[config.mk]
export PLATFORM = sky130hd
export DESIGN_NAME = vga_plot_scheduler_flat
export DESIGN_NICKNAME = d
export VERILOG_FILES = /design/src/rtl/vga_pkg.sv /design/src/rtl/vga_plot_scheduler_if.sv /design/src/rtl/xy_sweep_counter.sv /design/src/rtl/vga_plot_scheduler.sv /design/src/flat_wrapper.sv
export SDC_FILE = /design/constraint.sdc
export NUM_CORES = 1
export LEC_CHECK = 0
export ABC_AREA = 1
export ABC_CLOCK_PERIOD_IN_PS = 5000
export CORE_ASPECT_RATIO = 0.75
export CORE_MARGIN = 4
export CORE_UTILIZATION = 48
export DETAILED_ROUTE_END_ITERATION = 6
export PLACE_DENSITY = 0.84
export SLEW_MARGIN = 30
export SYNTH_ARGS = -nofsm -noshare
export SYNTH_HDL_FRONTEND = slang
export SYNTH_SLANG_ARGS = --single-unit
[constraint.sdc]
create_clock -name clk -period 5 [get_ports clk]
set_input_delay 1.5 -clock clk [delete_from_list [all_inputs] [get_ports clk]]
set_output_delay 1.5 -clock clk [all_outputs]
set_load 0.01 [all_outputs]
[src/rtl/vga_pkg.sv]
// Shared definitions for the VGA plot scheduler: screen defaults, colour layout and FSM states.
package vga_pkg;

    localparam int X_MAX_DEFAULT = 160;
    localparam int Y_MAX_DEFAULT = 120;
    localparam int COLOUR_W      = 24;

    // Colour is packed {R,G,B}, one byte per channel.
    localparam int R_HI = 23;
    localparam int R_LO = 16;
    localparam int G_HI = 15;
    localparam int G_LO = 8;
    localparam int B_HI = 7;
    localparam int B_LO = 0;

    typedef enum logic {
        SERVE = 1'b0,
        CLEAR = 1'b1
    } state_t;

    function automatic logic [7:0] red_of(input logic [COLOUR_W-1:0] colour);
        return colour[R_HI:R_LO];
    endfunction

    function automatic logic [7:0] green_of(input logic [COLOUR_W-1:0] colour);
        return colour[G_HI:G_LO];
    endfunction

    function automatic logic [7:0] blue_of(input logic [COLOUR_W-1:0] colour);
        return colour[B_HI:B_LO];
    endfunction

endpackage

[src/rtl/vga_plot_scheduler_if.sv]
// Valid/ready pixel-write channel from a drawing unit into the plot scheduler.
interface vga_plot_scheduler_if;
    import vga_pkg::*;

    logic                valid;
    logic                ready;
    logic [7:0]          x;
    logic [7:0]          y;
    logic [COLOUR_W-1:0] colour;

    modport master (output valid, output x, output y, output colour, input ready);
    modport slave  (input valid, input x, input y, input colour, output ready);

endinterface

[src/rtl/xy_sweep_counter.sv]
// Row-major (x,y) sweep over an X_MAX by Y_MAX screen; last flags the final pixel.
module xy_sweep_counter #(
    parameter int X_MAX = 160,
    parameter int Y_MAX = 120
) (
    input  logic       clk,
    input  logic       resetn,
    input  logic       start,
    input  logic       step,
    output logic [7:0] x,
    output logic [7:0] y,
    output logic       last
);

    localparam logic [7:0] X_END = 8'(X_MAX - 1);
    localparam logic [7:0] Y_END = 8'(Y_MAX - 1);

    // Terminal compares come before any increment so a 256-wide screen never overflows.
    always_ff @(posedge clk or negedge resetn) begin
        if (!resetn) begin
            x <= 8'd0;
            y <= 8'd0;
        end else if (start) begin
            x <= 8'd0;
            y <= 8'd0;
        end else if (step) begin
            if (x == X_END) begin
                x <= 8'd0;
                if (y == Y_END) begin
                    y <= 8'd0;
                end else begin
                    y <= y + 8'd1;
                end
            end else begin
                x <= x + 8'd1;
            end
        end
    end

    assign last = (x == X_END) && (y == Y_END);

endmodule

[src/rtl/vga_plot_scheduler.sv]
// Arbitrates the single VGA pixel-write port between two requesters and a full-screen clear engine.
module vga_plot_scheduler
    import vga_pkg::*;
#(
    parameter int X_MAX = X_MAX_DEFAULT,
    parameter int Y_MAX = Y_MAX_DEFAULT
) (
    input  logic                clk,
    input  logic                resetn,
    input  logic                clear_start,
    input  logic [COLOUR_W-1:0] clear_colour,
    output logic                clear_busy,
    output logic                clear_done,
    vga_plot_scheduler_if.slave req0,
    vga_plot_scheduler_if.slave req1,
    output logic [7:0]          vga_x_out,
    output logic [7:0]          vga_y_out,
    output logic [7:0]          R_buffer,
    output logic [7:0]          G_buffer,
    output logic [7:0]          B_buffer,
    output logic                plot,
    output logic                oob_drop
);

    state_t              state;
    logic                last_grant;
    logic [COLOUR_W-1:0] latched_colour;

    logic                clear_accept;
    logic                grant0;
    logic                grant1;
    logic [7:0]          pick_x;
    logic [7:0]          pick_y;
    logic [COLOUR_W-1:0] pick_colour;
    logic                in_range;

    logic [7:0]          sweep_x;
    logic [7:0]          sweep_y;
    logic                sweep_last;

    // A pending clear outranks both requesters; ties between requesters go to the one not served last.
    always_comb begin
        clear_accept = 1'b0;
        grant0       = 1'b0;
        grant1       = 1'b0;
        if (state == SERVE) begin
            if (clear_start) begin
                clear_accept = 1'b1;
            end else if (req0.valid && req1.valid) begin
                if (last_grant) begin
                    grant0 = 1'b1;
                end else begin
                    grant1 = 1'b1;
                end
            end else if (req0.valid) begin
                grant0 = 1'b1;
            end else if (req1.valid) begin
                grant1 = 1'b1;
            end
        end
    end

    assign req0.ready  = grant0 & resetn;
    assign req1.ready  = grant1 & resetn;

    assign pick_x      = grant1 ? req1.x      : req0.x;
    assign pick_y      = grant1 ? req1.y      : req0.y;
    assign pick_colour = grant1 ? req1.colour : req0.colour;
    assign in_range    = ({1'b0, pick_x} < 9'(X_MAX)) && ({1'b0, pick_y} < 9'(Y_MAX));

    xy_sweep_counter #(
        .X_MAX (X_MAX),
        .Y_MAX (Y_MAX)
    ) u_sweep (
        .clk    (clk),
        .resetn (resetn),
        .start  (clear_accept),
        .step   (state == CLEAR),
        .x      (sweep_x),
        .y      (sweep_y),
        .last   (sweep_last)
    );

    // Busy covers the final clear plot too, so it drops one cycle after clear_done.
    always_ff @(posedge clk or negedge resetn) begin
        if (!resetn) begin
            state          <= SERVE;
            last_grant     <= 1'b1;
            latched_colour <= '0;
            vga_x_out      <= 8'd0;
            vga_y_out      <= 8'd0;
            R_buffer       <= 8'd0;
            G_buffer       <= 8'd0;
            B_buffer       <= 8'd0;
            plot           <= 1'b0;
            oob_drop       <= 1'b0;
            clear_busy     <= 1'b0;
            clear_done     <= 1'b0;
        end else begin
            plot       <= 1'b0;
            oob_drop   <= 1'b0;
            clear_done <= 1'b0;
            clear_busy <= clear_accept || (state == CLEAR);
            case (state)
                SERVE: begin
                    if (clear_accept) begin
                        state          <= CLEAR;
                        latched_colour <= clear_colour;
                    end else if (grant0 || grant1) begin
                        last_grant <= grant1;
                        if (in_range) begin
                            vga_x_out <= pick_x;
                            vga_y_out <= pick_y;
                            R_buffer  <= red_of(pick_colour);
                            G_buffer  <= green_of(pick_colour);
                            B_buffer  <= blue_of(pick_colour);
                            plot      <= 1'b1;
                        end else begin
                            oob_drop  <= 1'b1;
                        end
                    end
                end
                CLEAR: begin
                    vga_x_out <= sweep_x;
                    vga_y_out <= sweep_y;
                    R_buffer  <= red_of(latched_colour);
                    G_buffer  <= green_of(latched_colour);
                    B_buffer  <= blue_of(latched_colour);
                    plot      <= 1'b1;
                    if (sweep_last) begin
                        clear_done <= 1'b1;
                        state      <= SERVE;
                    end
                end
            endcase
        end
    end

endmodule

[src/flat_wrapper.sv]
// flat-port wrapper written by rule: the top's interface ports become plain ports
module vga_plot_scheduler_flat import vga_pkg::*;
#(
    parameter int X_MAX = X_MAX_DEFAULT,
    parameter int Y_MAX = Y_MAX_DEFAULT
)
  (clk, resetn, clear_start, clear_colour, clear_busy, clear_done, vga_x_out, vga_y_out, R_buffer, G_buffer, B_buffer, plot, oob_drop, req0_valid, req0_x, req0_y, req0_colour, req0_ready, req1_valid, req1_x, req1_y, req1_colour, req1_ready);
  vga_plot_scheduler_if req0_i ();
  vga_plot_scheduler_if req1_i ();
  input  logic clk;
  input  logic resetn;
  input  logic clear_start;
  input  logic [COLOUR_W-1:0] clear_colour;
  output logic clear_busy;
  output logic clear_done;
  output logic [7:0] vga_x_out;
  output logic [7:0] vga_y_out;
  output logic [7:0] R_buffer;
  output logic [7:0] G_buffer;
  output logic [7:0] B_buffer;
  output logic plot;
  output logic oob_drop;
  input wire logic [$bits(req0_i.valid)-1:0] req0_valid;
  input wire logic [$bits(req0_i.x)-1:0] req0_x;
  input wire logic [$bits(req0_i.y)-1:0] req0_y;
  input wire logic [$bits(req0_i.colour)-1:0] req0_colour;
  output wire logic [$bits(req0_i.ready)-1:0] req0_ready;
  input wire logic [$bits(req1_i.valid)-1:0] req1_valid;
  input wire logic [$bits(req1_i.x)-1:0] req1_x;
  input wire logic [$bits(req1_i.y)-1:0] req1_y;
  input wire logic [$bits(req1_i.colour)-1:0] req1_colour;
  output wire logic [$bits(req1_i.ready)-1:0] req1_ready;
  assign req0_i.valid = req0_valid;
  assign req0_i.x = req0_x;
  assign req0_i.y = req0_y;
  assign req0_i.colour = req0_colour;
  assign req0_ready = req0_i.ready;
  assign req1_i.valid = req1_valid;
  assign req1_i.x = req1_x;
  assign req1_i.y = req1_y;
  assign req1_i.colour = req1_colour;
  assign req1_ready = req1_i.ready;
  vga_plot_scheduler #(.X_MAX(X_MAX), .Y_MAX(Y_MAX)) u_core (.clk(clk), .resetn(resetn), .clear_start(clear_start), .clear_colour(clear_colour), .clear_busy(clear_busy), .clear_done(clear_done), .req0(req0_i), .req1(req1_i), .vga_x_out(vga_x_out), .vga_y_out(vga_y_out), .R_buffer(R_buffer), .G_buffer(G_buffer), .B_buffer(B_buffer), .plot(plot), .oob_drop(oob_drop));
endmodule
---- Word-level counts from Yosys, hierarchy flattened ----
Index checks and enable logic that the tools add are counted.
storage, ports and cells
  ROM bits ................................ 0
  memories ................................ 0
  output and inout port bits .............. 46
  latch bits .............................. 0
  bits in writable memories ............... 0
  bits in registers ....................... 86
operators by class
  mux-type cells .......................... 56
  add/sub/neg operators ................... 2
  divide/modulo/power cells ............... 0
  eq/ne operators ......................... 5
  $mul .................................... 0
  reductions and logical operators ........ 11
  $lt $le $gt $ge ......................... 2
  bitwise gates (word level) .............. 4
  shifts and indexed selects .............. 0
operator list
  kind                 number
  $mux 8               24
  $pmux 8 s2           5
  $mux 1               24
  $mux 24              1
  $add 8x1->8 const B  2
  $eq 8x7->1 const B   1
  $eq 8x8->1 const B   1
  $lt 8x7->1 const B   1
  $lt 8x8->1 const B   1
  $reduce_and 3->1     2
  $ne 2x2->1 const B   2
  $pmux 1 s2           2
  $reduce_and 2->1     2
  $reduce_bool 2->1    2
  $logic_and 1x1->1    3
  $and 1x1->1          2
  $logic_or 1x1->1     2
  $ne 2x1->1 const B   1
  $not 1->1            2

---- Depth between registers and ports, before layout ----
Gate-level depths: netlist of the first run.
  word-level depth ........................ 12
  mapped depth ............................ 12
  mapped depth without buffers ............ 10

---- Modules after synthesis ----
From an unflattened synthesis of the first run, not the netlist that was laid out.
second synthesis, totals
  cells, all modules ...................... 640
  area total of the unflattened synthesis .. 4677.0 sq um
by module, submodules not included
  module              cells an instance  times used  sequential area each (sq um)  area each (sq um)
  vga_plot_scheduler  510                1           1752.9                        3703.6
  xy_sweep_counter    130                1           400.4                         973.4

---- Worst setup path before layout of the first run ----
No wires, ideal clock.
  path type ............................... input to output
  start point ............................. in req1_valid
  end point ............................... out req1_ready
  stages on the path ...................... 5
  path slack .............................. 1.207 ns
  data arrival time ....................... 2.293 ns
  path through ............................ buf_2 nand3_4 buf_6 clkbuf_1 nor2_1
on the way
  word-level cells in the longest chain between the ends .. 6
  elaborated cells between the ends (all ways) .. 7
  those cells by class .................... mux (5); bitwise (1); reduce/logical (1)
ends and longest elaborated chain
  item             line                      RTL
  from (decl)      flat_wrapper.sv:28        input wire logic [$bits(req1_i.valid)-1:0] req1_valid;
  $mux 1           vga_plot_scheduler.sv:57  end else if (req1.valid) begin
  $mux 1           vga_plot_scheduler.sv:55  end else if (req0.valid) begin
  $mux 1 (*)       vga_plot_scheduler.sv:49  end else if (req0.valid && req1.valid) begin
  $mux 1 (*)       vga_plot_scheduler.sv:47  if (clear_start) begin
  $mux 1 (*)       vga_plot_scheduler.sv:46  if (state == SERVE) begin
  $and 1x1->1 (*)  vga_plot_scheduler.sv:64  assign req1.ready = grant1 & resetn;
  to (decl)        flat_wrapper.sv:32        output wire logic [$bits(req1_i.ready)-1:0] req1_ready;
Mark *: on every way between the ends. The rest lies on a longest branch, timed or not.

---- Final worst setup path of the first run ----
  start point ............................. in clear_start
  end point ............................... out req1_ready
on the way
  word-level cells in the longest chain between the ends .. 3
ends and longest elaborated chain
  item         line                      RTL
  from (decl)  flat_wrapper.sv:12        input logic clear_start;
  $mux 1       vga_plot_scheduler.sv:47
  $mux 1       vga_plot_scheduler.sv:46
  $and 1x1->1  vga_plot_scheduler.sv:64
Every way passes these cells.

==> impl_metrics.json, run 1 <==
{
  "status": "finished, final reports clean",
  "synth.area.top_cells": "dfrtp_1, nand2_1, nand3_1",
  "hpwl_um": 9770,
  "grt_antenna_before_repair": 0,
  "synth_seq_area_share_pct": 48.8,
  "grt_usage_pct": 25.3,
  "io_buffers": 154,
  "cts_hold_buf": 0,
  "p_per_area_nw_per_um2": 395,
  "mostFrequentLayoutCells": "nand2_1, clkdlybuf4s50_1, dfrtp_1",
  "remaining_drc_errors": 0,
  "final_area_um2": 6320,
  "r2r_slack_ns": 1.80,
  "grt_max_degree": 87,
  "start_util_pct": 49.0,
  "cts_buffer_depth": 2,
  "syn-mean-instance-area_um2": 7.45,
  "fin_ws_ns": 0.462,
  "numCtsBuffers": 9,
  "synth_cell_types": 31,
  "fp.dieW_um": 119,
  "fp.dieH_um": 91.1,
  "power.leakage_uw": 0.00307,
  "rows": 30,
  "drt-total-wl_um": 13700,
  "nNetsFinal": 843,
  "period_needed_ns": 4.54,
  "ant_nets": 0,
  "endpoint_kind": "output port",
  "finalHoldViolCount": 0,
  "syn_nets": 704,
  "cp.arrival_ns": 3.04,
  "required_ns": 3.50,
  "synthToLayoutAreaGrowth_pct": 43.0,
  "vdd_drop_max_mv": 0.195,
  "cts_tree": "yes",
  "fill_cells": 744,
  "hold_path_class": "flop to flop",
  "fin_tns_setup_ns": 0,
  "start_kind": "input pin",
  "slew_violations": 0,
  "worstSetupEndpoint": "req1_ready",
  "placed_cell_area_um2": 5980,
  "synth_area_um2": 4420,
  "ys_ff_latch": 86,
  "skew_ns": 0.00791,
  "initialDrtViolationCount": 379,
  "finalPower_uw": 2490,
  "gr-total-overflow": 0,
  "cts_root_buf": "clkbuf_16",
  "die-area_um2": 10800,
  "grt_pass1_wl_um": 22100,
  "worstReg2RegStart": "u_core.state",
  "crit_fanout": 12,
  "critPathLaunch": "clear_start",
  "grt_pass1_vias": 4523,
  "worst-slew-pin-transition_ns": 0.935,
  "routed-via-count": 4580,
  "yosysWarningCount": 0,
  "timing.final.crit_share_pct": 90.8,
  "core_area_um2": 9010,
  "ctsResizeCount": 0,
  "first_pass_iters": 5,
  "path_class": "input pin to output port",
  "fmax_mhz": 220,
  "vias_per_cell": 5.39,
  "clock-sinks": 86,
  "postCtsSetupRepairBufs": 0,
  "whs_ns": 0.472,
  "synthCells": 593,
  "io-pin-count": 155,
  "wl_per_cell_um": 16.1,
  "finalSetupViolCount": 0,
  "drive_above_1_share_pct": 4.48,
  "n_antenna_cell": 0,
  "clkTransAtPathRegs_ns": 0.06,
  "htree_num_levels": 3,
  "r2r-end": "u_core.R_buffer[4]",
  "rsz0062_at_grt": "no",
  "clock_latency_ns": 0.34,
  "yosys.area.top_type": "dfrtp_1",
  "layout_commonest_cell": "nand2_1",
  "drv_cap": 0,
  "dp_slack_ns": 0.463,
  "place.gp.congestion": 0.993,
  "rr_worst_depth": 12,
  "relSlewSlack_pct": 37.6,
  "synth_top_area_share_pct": 48.2
}
## registers in the layout, summed over array words and instances, names as in the netlist
name / flops
u_core.B_buffer: 8
u_core.G_buffer: 8
u_core.R_buffer: 8
u_core.clear_busy: 1
u_core.clear_done: 1
u_core.last_grant: 1
u_core.latched_colour: 24
u_core.oob_drop: 1
u_core.plot: 1
u_core.state: 1
u_core.u_sweep.x: 8
u_core.u_sweep.y: 8
u_core.vga_x_out: 8
u_core.vga_y_out: 8
## routing by layer
layer  GRT usage, %  routed length, um
met3           4.42                852
met4           9.64                326
met5              0                  0
met1           33.0               5800
met2           42.2               6680
## worst min-delay path by stage
stage | start | to | slack, ns | cells after the start
after floorplan | u_core.latched_colour[0] | u_core.latched_colour[0] | 0.44 | 2
after global placement | u_core.latched_colour[7] | u_core.latched_colour[7] | 0.46 | 2
after detailed placement | u_core.latched_colour[1] | u_core.latched_colour[1] | 0.46 | 2
after CTS | u_core.latched_colour[1] | u_core.latched_colour[1] | 0.47 | 2
after global routing | u_core.latched_colour[17] | u_core.latched_colour[17] | 0.50 | 2
final | u_core.latched_colour[10] | u_core.latched_colour[10] | 0.47 | 2
## cell usage after synthesis
library cell	n
buf_2	4
nor2_4	1
o21ai_0	26
dfstp_2	1
dfrtp_1	85
nand2_2	2
nor2_2	1
o31ai_1	1
a21oi_1	1
clkbuf_1	23
buf_4	2
nand4_2	1
buf_6	5
nor3_1	5
o32ai_1	1
o21ai_1	1
nand2_1	249
nand4_1	8
clkinv_1	1
xor2_1	5
nor2_1	44
nand3_4	1
or2_1	1
o22ai_1	12
ha_1	2
inv_1	36
a22oi_1	1
nand3_1	45
a211oi_1	1
a31oi_1	25
inv_2	2
## worst max-delay path, stage by stage
cell and delay [ns]:
clkdlybuf4s50_1 0.47, nor2_4 0.13, buf_4 0.21, nand3_4 0.07, nor2_1 0.10, clkdlybuf4s50_1 0.55
## through the flow
step	instances	utilization (%)
2_1_floorplan	593	-
3_3_place_gp	833	66.4
3_5_place_dp	833	66.4
4_1_cts	849	70.1
5_1_grt	849	70.1
6_report	849	70.1
## logic make-up after synthesis
group | synth area share, %
adder cells (fa/ha/maj) | 0.567
AND/OR/NAND/NOR | 33.2
buffers and inverters | 7.34
flip-flops | 48.8
XOR/XNOR | 0.992
AO/OA/AOI/OAI | 9.12
## report_power, final
| group | total [uW] | switching [uW] | internal (uW) | leakage (uW) |
|---|---|---|---|---|
| logic | 741 | 365 | 375 | 0.00187 |
| clock network | 743 | 275 | 468 | 0.000163 |
| registers | 1010 | 134 | 876 | 0.00104 |
| total | 2490 | 774 | 1720 | 0.00307 |
## area by class of cell
class / instances / area [um^2] / share of cell area (%)
Clock buffer: 12 / 256 / 4.06
Clock inverter: 4 / 77.6 / 1.23
Inverter: 39 / 148 / 2.34
Multi-Input combinational cell: 434 / 1940 / 30.7
Sequential cell: 86 / 2150 / 34.1
Tap cell: 112 / 140 / 2.22
Timing Repair Buffer: 162 / 1600 / 25.4
Note: power is estimated with default switching activity, not from simulation.
==> run 2, diff against run 1 <==
Settings changed: ABC_CLOCK_PERIOD_IN_PS 5000 to 3710, CORE_MARGIN 4 to 8, CORE_UTILIZATION 48 to 41, PLACE_DENSITY 0.84 to 0.77.
Clock period 5 ns to 3.71 ns, I/O delays scaled along.
==> run 2 against run 1 <==
  * Die area rose by 33%
  * Non-clock buffer count rose by 7
  * Sequential share of layout area fell by 0.32 points
  * Sequential power rose by 35%
  * Global-route usage fell by 5.3 points
  * Clock skew barely moved
  * Final cell count rose by 3.5%
  * Register-to-register slack got worse by 0.47 ns
  * Total power rose by 30%
  * Via count fell by 0.55%
  * Wire length rose by 4.0%
  * Clock-buffer cell count fell by 3
==> impl_metrics.json, run 2 (same netlist as run 1, synthesis figures left out) <==
{
  "grt_usage_pct": 20.0,
  "rows": 32,
  "p_per_area_nw_per_um2": 510,
  "required_ns": 2.60,
  "finalSetupViolCount": 0,
  "relSlewSlack_pct": 48.7,
  "grt_antenna_before_repair": 1,
  "regMostFlops": "u_core.latched_colour",
  "drive_above_1_share_pct": 5.38,
  "n_antenna_cell": 0,
  "wl_per_cell_um": 16.2,
  "switchingPower_uw": 1040,
  "cts_tree": "yes",
  "largest_register_ffs": 24,
  "fin_ws_ns": 0.398,
  "fp.dieH_um": 106,
  "clock_latency_ns": 0.34,
  "ant_nets": 0,
  "gr-usage-met3_pct": 5.36,
  "io_buffers": 154,
  "mostFrequentLayoutCells": "nand2_1, clkdlybuf4s50_1, dfrtp_1",
  "hold_path_class": "flop to flop",
  "gr-total-overflow": 0,
  "timing.final.crit_share_pct": 89.3,
  "synthToLayoutAreaGrowth_pct": 44.4,
  "finalHoldViolCount": 0,
  "drv_cap": 0,
  "fin_tns_setup_ns": 0,
  "grt_max_degree": 87,
  "hpwl_um": 10500,
  "crit_fanout": 3,
  "period_needed_ns": 3.31,
  "cts_hold_buf": 0,
  "fp.dieW_um": 136,
  "path_class": "input pin to output port",
  "numCtsBuffers": 9,
  "cellInternalPower_uw": 2210,
  "routed-via-count": 4555,
  "grt_pass1_vias": 4600,
  "clkTransAtPathRegs_ns": 0.05,
  "fmax_mhz": 302,
  "vias_per_cell": 5.18,
  "die-area_um2": 14400,
  "layout_commonest_cell": "nand2_1",
  "remaining_drc_errors": 0,
  "pwr-share-comb_pct": 30.5,
  "nNetsFinal": 850,
  "grt_most_used_layer": "met2",
  "endpoint_kind": "output port",
  "core_area_um2": 10400,
  "power_frac_clock_pct": 27.6,
  "io-pin-count": 155,
  "grt_pass1_wl_um": 23200,
  "grt_util_met2_pct": 31.5,
  "skew_ns": 0.00840,
  "cts_root_buf": "clkbuf_16",
  "dp_slack_ns": 0.0407,
  "place.gp.congestion": 0.967,
  "cp.arrival_ns": 2.20,
  "drt-total-wl_um": 14200,
  "clock-sinks": 86,
  "swShare_pct": 31.9,
  "start_util_pct": 42.6,
  "vdd_drop_max_mv": 0.289,
  "first_pass_iters": 5,
  "worst-slew-pin-transition_ns": 0.769,
  "seqPwrFrac_pct": 41.9,
  "cts_buffer_depth": 2,
  "slew_violations": 0,
  "rsz0062_at_grt": "no",
  "htree_num_levels": 3,
  "initialDrtViolationCount": 375,
  "start_kind": "input pin",
  "use_met1_pct": 25.6,
  "status": "finished, final reports clean",
  "power.leakage_uw": 0.00312
}
[run 2: cell count changes in the layout (fill, tap and decap cells not counted), sizes merged, moves of 2 or more]
cell           change
buf                +7
clkbuf             -3
clkdlybuf4s50      -2
clkinvlp           +2
dlymetal6s2s       +2
inv                +2
[run 2: layout make-up]
cell class	instances	area (um^2)
fill	902	3990
sequential	86	2150
multi-input combinational	434	1940
timing repair buffer	169	1670
clock buffer	9	225
tap	136	170
inverter	39	146
clock inverter	6	70.1
[run 2: power groups by stage]
stage,Combinational (uW),Sequential [uW],Clock (uW)
after floorplan,419,1390,0
after global placement,962,1360,0
after detailed placement,989,1370,0
after CTS,998,1360,916
after global routing,1110,1390,957
final,992,1360,896
[run 2: path summary, 6_finish.rpt]
kind | startpoint | to | slack (ns) | depth (start not counted)
worst min-delay path | u_core.latched_colour[7] | u_core.latched_colour[7] | 0.47 | 2
worst min register to register | u_core.latched_colour[7] | u_core.latched_colour[7] | 0.47 | 2
min in group asynchronous | resetn | u_core.oob_drop | 0.92 | 2
max in group asynchronous | resetn | u_core.latched_colour[7] | 2.25 | 2
worst max-delay path | clear_start | req1_ready | 0.40 | 6
worst max register to register | u_core.last_grant | u_core.vga_x_out[7] | 1.33 | 10
[run 2: metrics by stage]
| stage | power, uW | util (%) | cell area, um^2 | hold WS [ns] | cells |
|---|---|---|---|---|---|
| after global routing | 3450 | 61.5 | 6380 | 0.508 | 879 |
| final | 3250 | 61.5 | 6380 | 0.475 | 879 |
| after floorplan | 1810 | - | 4420 | 0.443 | 593 |
| after CTS | 3270 | 61.4 | 6370 | 0.474 | 879 |
| after global placement | 2320 | 58.6 | 6070 | 0.456 | 864 |
| after detailed placement | 2360 | 58.6 | 6080 | 0.460 | 864 |
[run 2: metal layers]
metal	part of all wire, %	vias to the layer above
met1	42	2113
met4	2.2	2
met2	47	212
met3	9.1	30
li1	-	2198
met5	0.092	-
[run 2: what timing repair did]
item                                   in CTS  in global routing
setup endpoints to repair                   0                  2
resized for setup                           0                  2
buffers inserted                            0                  0
endpoints found under the hold margin       0                  0
[run 2: worst max-delay path, cell delays in order]
cell and delay [ns]:
clkdlybuf4s50_1 0.47, nor2_4 0.15, buf_4 0.13, nand3_4 0.05, nor2_1 0.10, dlymetal6s2s_1 0.19
==> RTL edit 1, RTL diff (flow settings as in run 2) <==
Make the reset (`resetn`) synchronous in 2 clocked blocks.
--- a/src/rtl/xy_sweep_counter.sv
+++ b/src/rtl/xy_sweep_counter.sv
@@ -16,7 +16,7 @@
     localparam logic [7:0] Y_END = 8'(Y_MAX - 1);
 
     // Terminal compares come before any increment so a 256-wide screen never overflows.
-    always_ff @(posedge clk or negedge resetn) begin
+    always_ff @(posedge clk) begin
         if (!resetn) begin
             x <= 8'd0;
             y <= 8'd0;
--- a/src/rtl/vga_plot_scheduler.sv
+++ b/src/rtl/vga_plot_scheduler.sv
@@ -82,7 +82,7 @@
     );
 
     // Busy covers the final clear plot too, so it drops one cycle after clear_done.
-    always_ff @(posedge clk or negedge resetn) begin
+    always_ff @(posedge clk) begin
         if (!resetn) begin
             state          <= SERVE;
             last_grant     <= 1'b1;
Formal check against the unedited RTL: differs if resetn is asserted again (counterexample within 4 cycles, from zero or initial values and one cycle with resetn low); with resetn held inactive, the same outputs for 10 cycles.
==> RTL edit 1 against run 2 <==
Final area shrank 3.9%. Critical path type unchanged. Maximum frequency is 4.6% lower. Sequential cell count unchanged. Setup slack worse by 160 ps. Sequential share of layout area shrank 5.7 points. Wire length grew 1.8%. Largest cell class is now multi-input combinational cells. Area after synthesis shrank 5.0%. Global-route usage grew 0.053 points.
Power is not compared: it rests on default switching activity, and its combinational part moved more than twofold at a synthesized area within 25%.
==> RTL edit 1: results (changes against run 2) <==
- Vias in the first global route: 4460 (-3.0%)
- Top metal layer carrying routed signals: met4
- The final-stage net count came to 854 (+0.47%).
- Dpl cell area: 5820 µm² (-4.2%)
* Synth top area cells: sky130_fd_sc_hd__dfxtp_1 41%, sky130_fd_sc_hd__o21ai_0 8.6%, sky130_fd_sc_hd__nand2_1 8.4%
* Count of distinct cell types in the synthesized netlist: 35 (+13%)
* First-pass GRT wire length: 22.5 mm (-2.8%)
- Met3 wire length: 1.06 mm (-18%)
- The largest net degree at the start of global routing is 59 (-32%).
- Post-Route Skew: 7.22 ps (-1.18 ps)
- Post-Place Worst Slack: -45.5 ps (-86.3 ps)
- The met1 layer wirelength in the final routing is 6.26 mm (+5.6%).
- Final hold slack: 453 ps (-22.4 ps)
- Ys flop type: sky130_fd_sc_hd__dfxtp_1
* Met3 layer usage reported by global route: 5.94% (+0.58 points)
- Fill cells: 925 (+2.5%)
- Hold path endpoint: u_core.latched_colour[1]$_SDFFE_PN0P_
- Count of placed standard cells including taps: 868 (+0.46%)
- Share of flip-flops with an asynchronous set or reset: 0% (-100 points)
- The synthesized netlist net count is 717 (+1.8%).
- Post-detailed-placement half-perimeter wirelength: 10.6 mm (+0.40%)
* Synthesized instance count: 606 (+2.2%)
- The flow ran to the end, and the final reports show no timing, DRC or antenna violations.
* Longest individual stage delay on the worst path: 510 ps (+40 ps)
- The largest driver fanout on the critical path is 4 (+1).
* Register area share after synthesis: 41.0% (-7.7 points)
- Post-Layout Cell Count: 884 (+0.57%)
- The detailed-router iteration count before antenna repair is 6 (+1).
* GRT Resource Usage Total: 20.1% (+0.053 points)
- The worst register-to-register path ends at u_core.vga_y_out[7]$_SDFFE_PN0P_.
- Arrival time of the worst setup path: 2360 ps (+160 ps)
* Placer's final routability congestion estimate: 0.864 (-11%)
- The fraction of layout instances using a drive strength above 1 came to 5.61% (+0.23 points).
RTL edit 1: cell types whose count changed in the layout (fill, tap and decap cells not counted), sizes merged, moves of 26 or more:
cell	before	now
o21ai	27	74
a21oi	1	61
dfxtp	0	86
nand2	251	97
nor2	46	76
dfrtp	85	0
inv	40	66
RTL edit 1: worst max-delay path by stage:
stage | depth (start not counted) | slack (ps) | startpoint | to
6_report | 7 | 240 | clear_start | req0_ready
5_1_grt | 7 | 120 | clear_start | req0_ready
4_1_cts | 4 | 30 | req1_valid | req1_ready
3_5_place_dp | 7 | -50 | clear_start | req0_ready
3_3_place_gp | 7 | -60 | clear_start | req0_ready
2_1_floorplan | 4 | 620 | resetn | req1_ready
RTL edit 1: kinds of logic after synthesis:
kind of cell,Yosys count,share of synthesized area (%)
AOI/OAI and AO/OA,163,20.4
xor gates and xnor gates,2,0.418
adders and majority gates,2,0.596
buffers and inverters,105,10.4
DFF,86,41.0
muxes,1,0.239
and+or+nand+nor,247,26.9
RTL edit 1: worst max-delay path, delay by kind of cell:
kind | cells | cell delay [ps]
and+or+nand+nor | 3 | 320
buffers and inverters | 4 | 940
RTL edit 1: final cells by class:
type                    count  area [µm²]  share of cell area, %
clock buffers               9         225                   3.67
repair buffers            167        1660                   27.0
multi-input cells         415        2040                   33.2
flip-flops and latches     86        1720                   28.1
inverters                  64         240                   3.92
clock inverters             7        78.8                   1.29
well taps                 136         170                   2.78
RTL edit 1: repair_timing:
item | 4_1_cts | 5_1_grt
gates resized for setup | 1 | 2
gates cloned | 0 | 0
buffers inserted | 0 | 0
setup endpoints to repair | 1 | 1
hold buffers | 0 | 0
==> RTL edit 2, RTL diff (settings of run 2) <==
Made on the original files. Set the package constant `Y_MAX_DEFAULT` to 64 (it was 120).
--- a/src/rtl/vga_pkg.sv
+++ b/src/rtl/vga_pkg.sv
@@ -2,7 +2,7 @@
 package vga_pkg;
 
     localparam int X_MAX_DEFAULT = 160;
-    localparam int Y_MAX_DEFAULT = 120;
+    localparam int Y_MAX_DEFAULT = 64;
     localparam int COLOUR_W      = 24;
 
     // Colour is packed {R,G,B}, one byte per channel.
Check against the original RTL: not equivalent (Yosys sat finds a counterexample within 4 cycles, from zero or initial values and one cycle with resetn low).
==> RTL edit 2 against run 2 <==
Maximum frequency fell by 8.9%. Critical endpoint unchanged. Final cell count is 2.0% lower. Wire length down 3.3%. Sequential cell count stayed put. Largest cell class unchanged. Critical path type unchanged. Clock power up 5.5%. Synthesized cell count decreased by 3.2%. Final area down 1.2%. Area after synthesis decreased by 2.0%. Count of clock-buffer cells in the layout is 1 higher. Setup slack worse by 320 ps. Total power about the same.
==> RTL edit 2: results (changes against run 2) <==
- Nets@finish: 831 (-2.2%)
- The remaining max-slew budget at the tightest pin came to 57.7% (+8.9 points).
- Ratio of routed vias to standard cells: 5.13 (-0.94%)
- The number of gates given a new drive strength after cts came to 1 (+1).
- The portion of the post-synthesis area used by sequential elements came to 49.8% (+1.0 points).
- The instance area at placement is 5990 µm² (-1.5%).
- Ys flop type: sky130_fd_sc_hd__dfrtp_1
- The number of global-route vias before repair is 4479 (-2.6%).
- Deepest level of the CTS H-tree: 3 (unchanged)
- The fill cell instance count of the final layout was 889 (-1.4%).
- The met2 wirelength from detailed routing was 6.56 mm (-1.5%).
- The first-iteration detailed-routing DRC count came to 290 (-23%).
- Met1 Wirelength: 6.03 mm (+1.8%)
- Count of placed standard cells including taps: 845 (-2.2%)
* Critical path peak fanout: 5 (+2)
- Post-Place Worst Slack: -63.2 ps (-104 ps)
- Placer's final routability congestion estimate: 0.891 (-7.9%)
- Post-Route Skew: 3.54 ps (-4.86 ps)
- Top metal layer carrying routed signals: met4
* Share of power burned in combinational logic: 29.3% (-1.2 points)
* GRT Resource Usage Total: 19.7% (-0.31 points)
- The data arrival at the endpoint of the critical path came to 2520 ps (+320 ps).
* Number of nets produced by synthesis: 685 (-2.7%)
* Power in combinational cells: 0.953 mW (-3.9%)
- The routed wire length on met3 was 957 µm (-26%).
- Longest individual stage delay on the worst path: 550 ps (+80 ps)
- Layout cell share with drive strength beyond 1: 5.24% (-0.14 points)
* Count of distinct cell types in the synthesized netlist: 28 (-9.7%)
* Maximum number of pins on one net before global-route repair: 66 (-24%)
- The final routed wire length divided by cell count came to 16.0 µm (-1.2%).
- The detailed-router iteration count before antenna repair came to 4 (-1).
- The total internal power was 2.27 mW (+2.5%).
- After synthesis, the most frequently instantiated cells are 231 x sky130_fd_sc_hd__nand2_1, 85 x sky130_fd_sc_hd__dfrtp_1, 50 x sky130_fd_sc_hd__nand3_1.
- Worst vdd ir: 381 µV (+32%)
- The number of antenna violations at the first check in global routing is 0 (-1).
- Post-detailed-placement half-perimeter wirelength: 10.1 mm (-4.2%)
- By area the synthesized netlist is led by sky130_fd_sc_hd__dfrtp_1 49%, sky130_fd_sc_hd__nand2_1 20%, sky130_fd_sc_hd__nand3_1 5.8%.
- First-pass GRT wire length: 22.7 mm (-2.2%)
- The count of non-filler cells in the finished layout was 861 (-2.0%).
- The number of cells produced by synthesis is 574 (-3.2%).
- The static leakage was 2.99 nW (-4.2%).
- Status: finished clean
- The power per cell area came to 516 nW/µm² (+1.3%).
==> RTL edit 2: layout make-up <==
| class | instances | share of cell area, % |
|---|---|---|
| Sequential cell | 86 | 34.2 |
| Multi-Input combinational cell | 422 | 30.0 |
| Timing Repair Buffer | 168 | 26.1 |
| Clock buffer | 10 | 3.63 |
| Tap cell | 136 | 2.70 |
| Inverter | 33 | 1.99 |
| Clock inverter | 6 | 1.37 |
==> RTL edit 2: worst min-delay path: stages, from the launching register on <==
cell and delay, ps:
sky130_fd_sc_hd__dfrtp_1 340, sky130_fd_sc_hd__nand2_1 50, sky130_fd_sc_hd__nand2_1 50
==> RTL edit 2: per-layer routing <==
layer / GRT usage (%) / up-vias
met5: 0 / -
met4: 5.44 / 0
met3: 5.02 / 17
met2: 32.4 / 155
met1: 25.0 / 2093
li1: - / 2155
==> RTL edit 2: logic make-up after synthesis <==
| logic type | count (synthesis) | synth area share, % |
|---|---|---|
| DFF | 86 | 49.8 |
| AOI/OAI and AO/OA | 72 | 9.63 |
| xor gates and xnor gates | 6 | 1.21 |
| buffers and inverters | 66 | 6.48 |
| adders and majority gates | 2 | 0.578 |
| and+or+nand+nor | 342 | 32.3 |
==> RTL edit 2: final timing paths <==
kind,from,endpoint,slack [ps],cells after the start
setup / recovery,req0_valid,req1_ready,80,5
hold / removal,u_core.latched_colour[7]$_DFFE_PN0P_,u_core.latched_colour[7]$_DFFE_PN0P_,470,2
setup reg to reg,u_core.state$_DFF_PN0_,u_core.G_buffer[0]$_DFFE_PN0P_,1290,10
hold reg to reg,u_core.latched_colour[7]$_DFFE_PN0P_,u_core.latched_colour[7]$_DFFE_PN0P_,470,2
max in group asynchronous,resetn,u_core.vga_x_out[6]$_DFFE_PN0P_,1840,3
min in group asynchronous,resetn,u_core.vga_y_out[3]$_DFFE_PN0P_,850,2
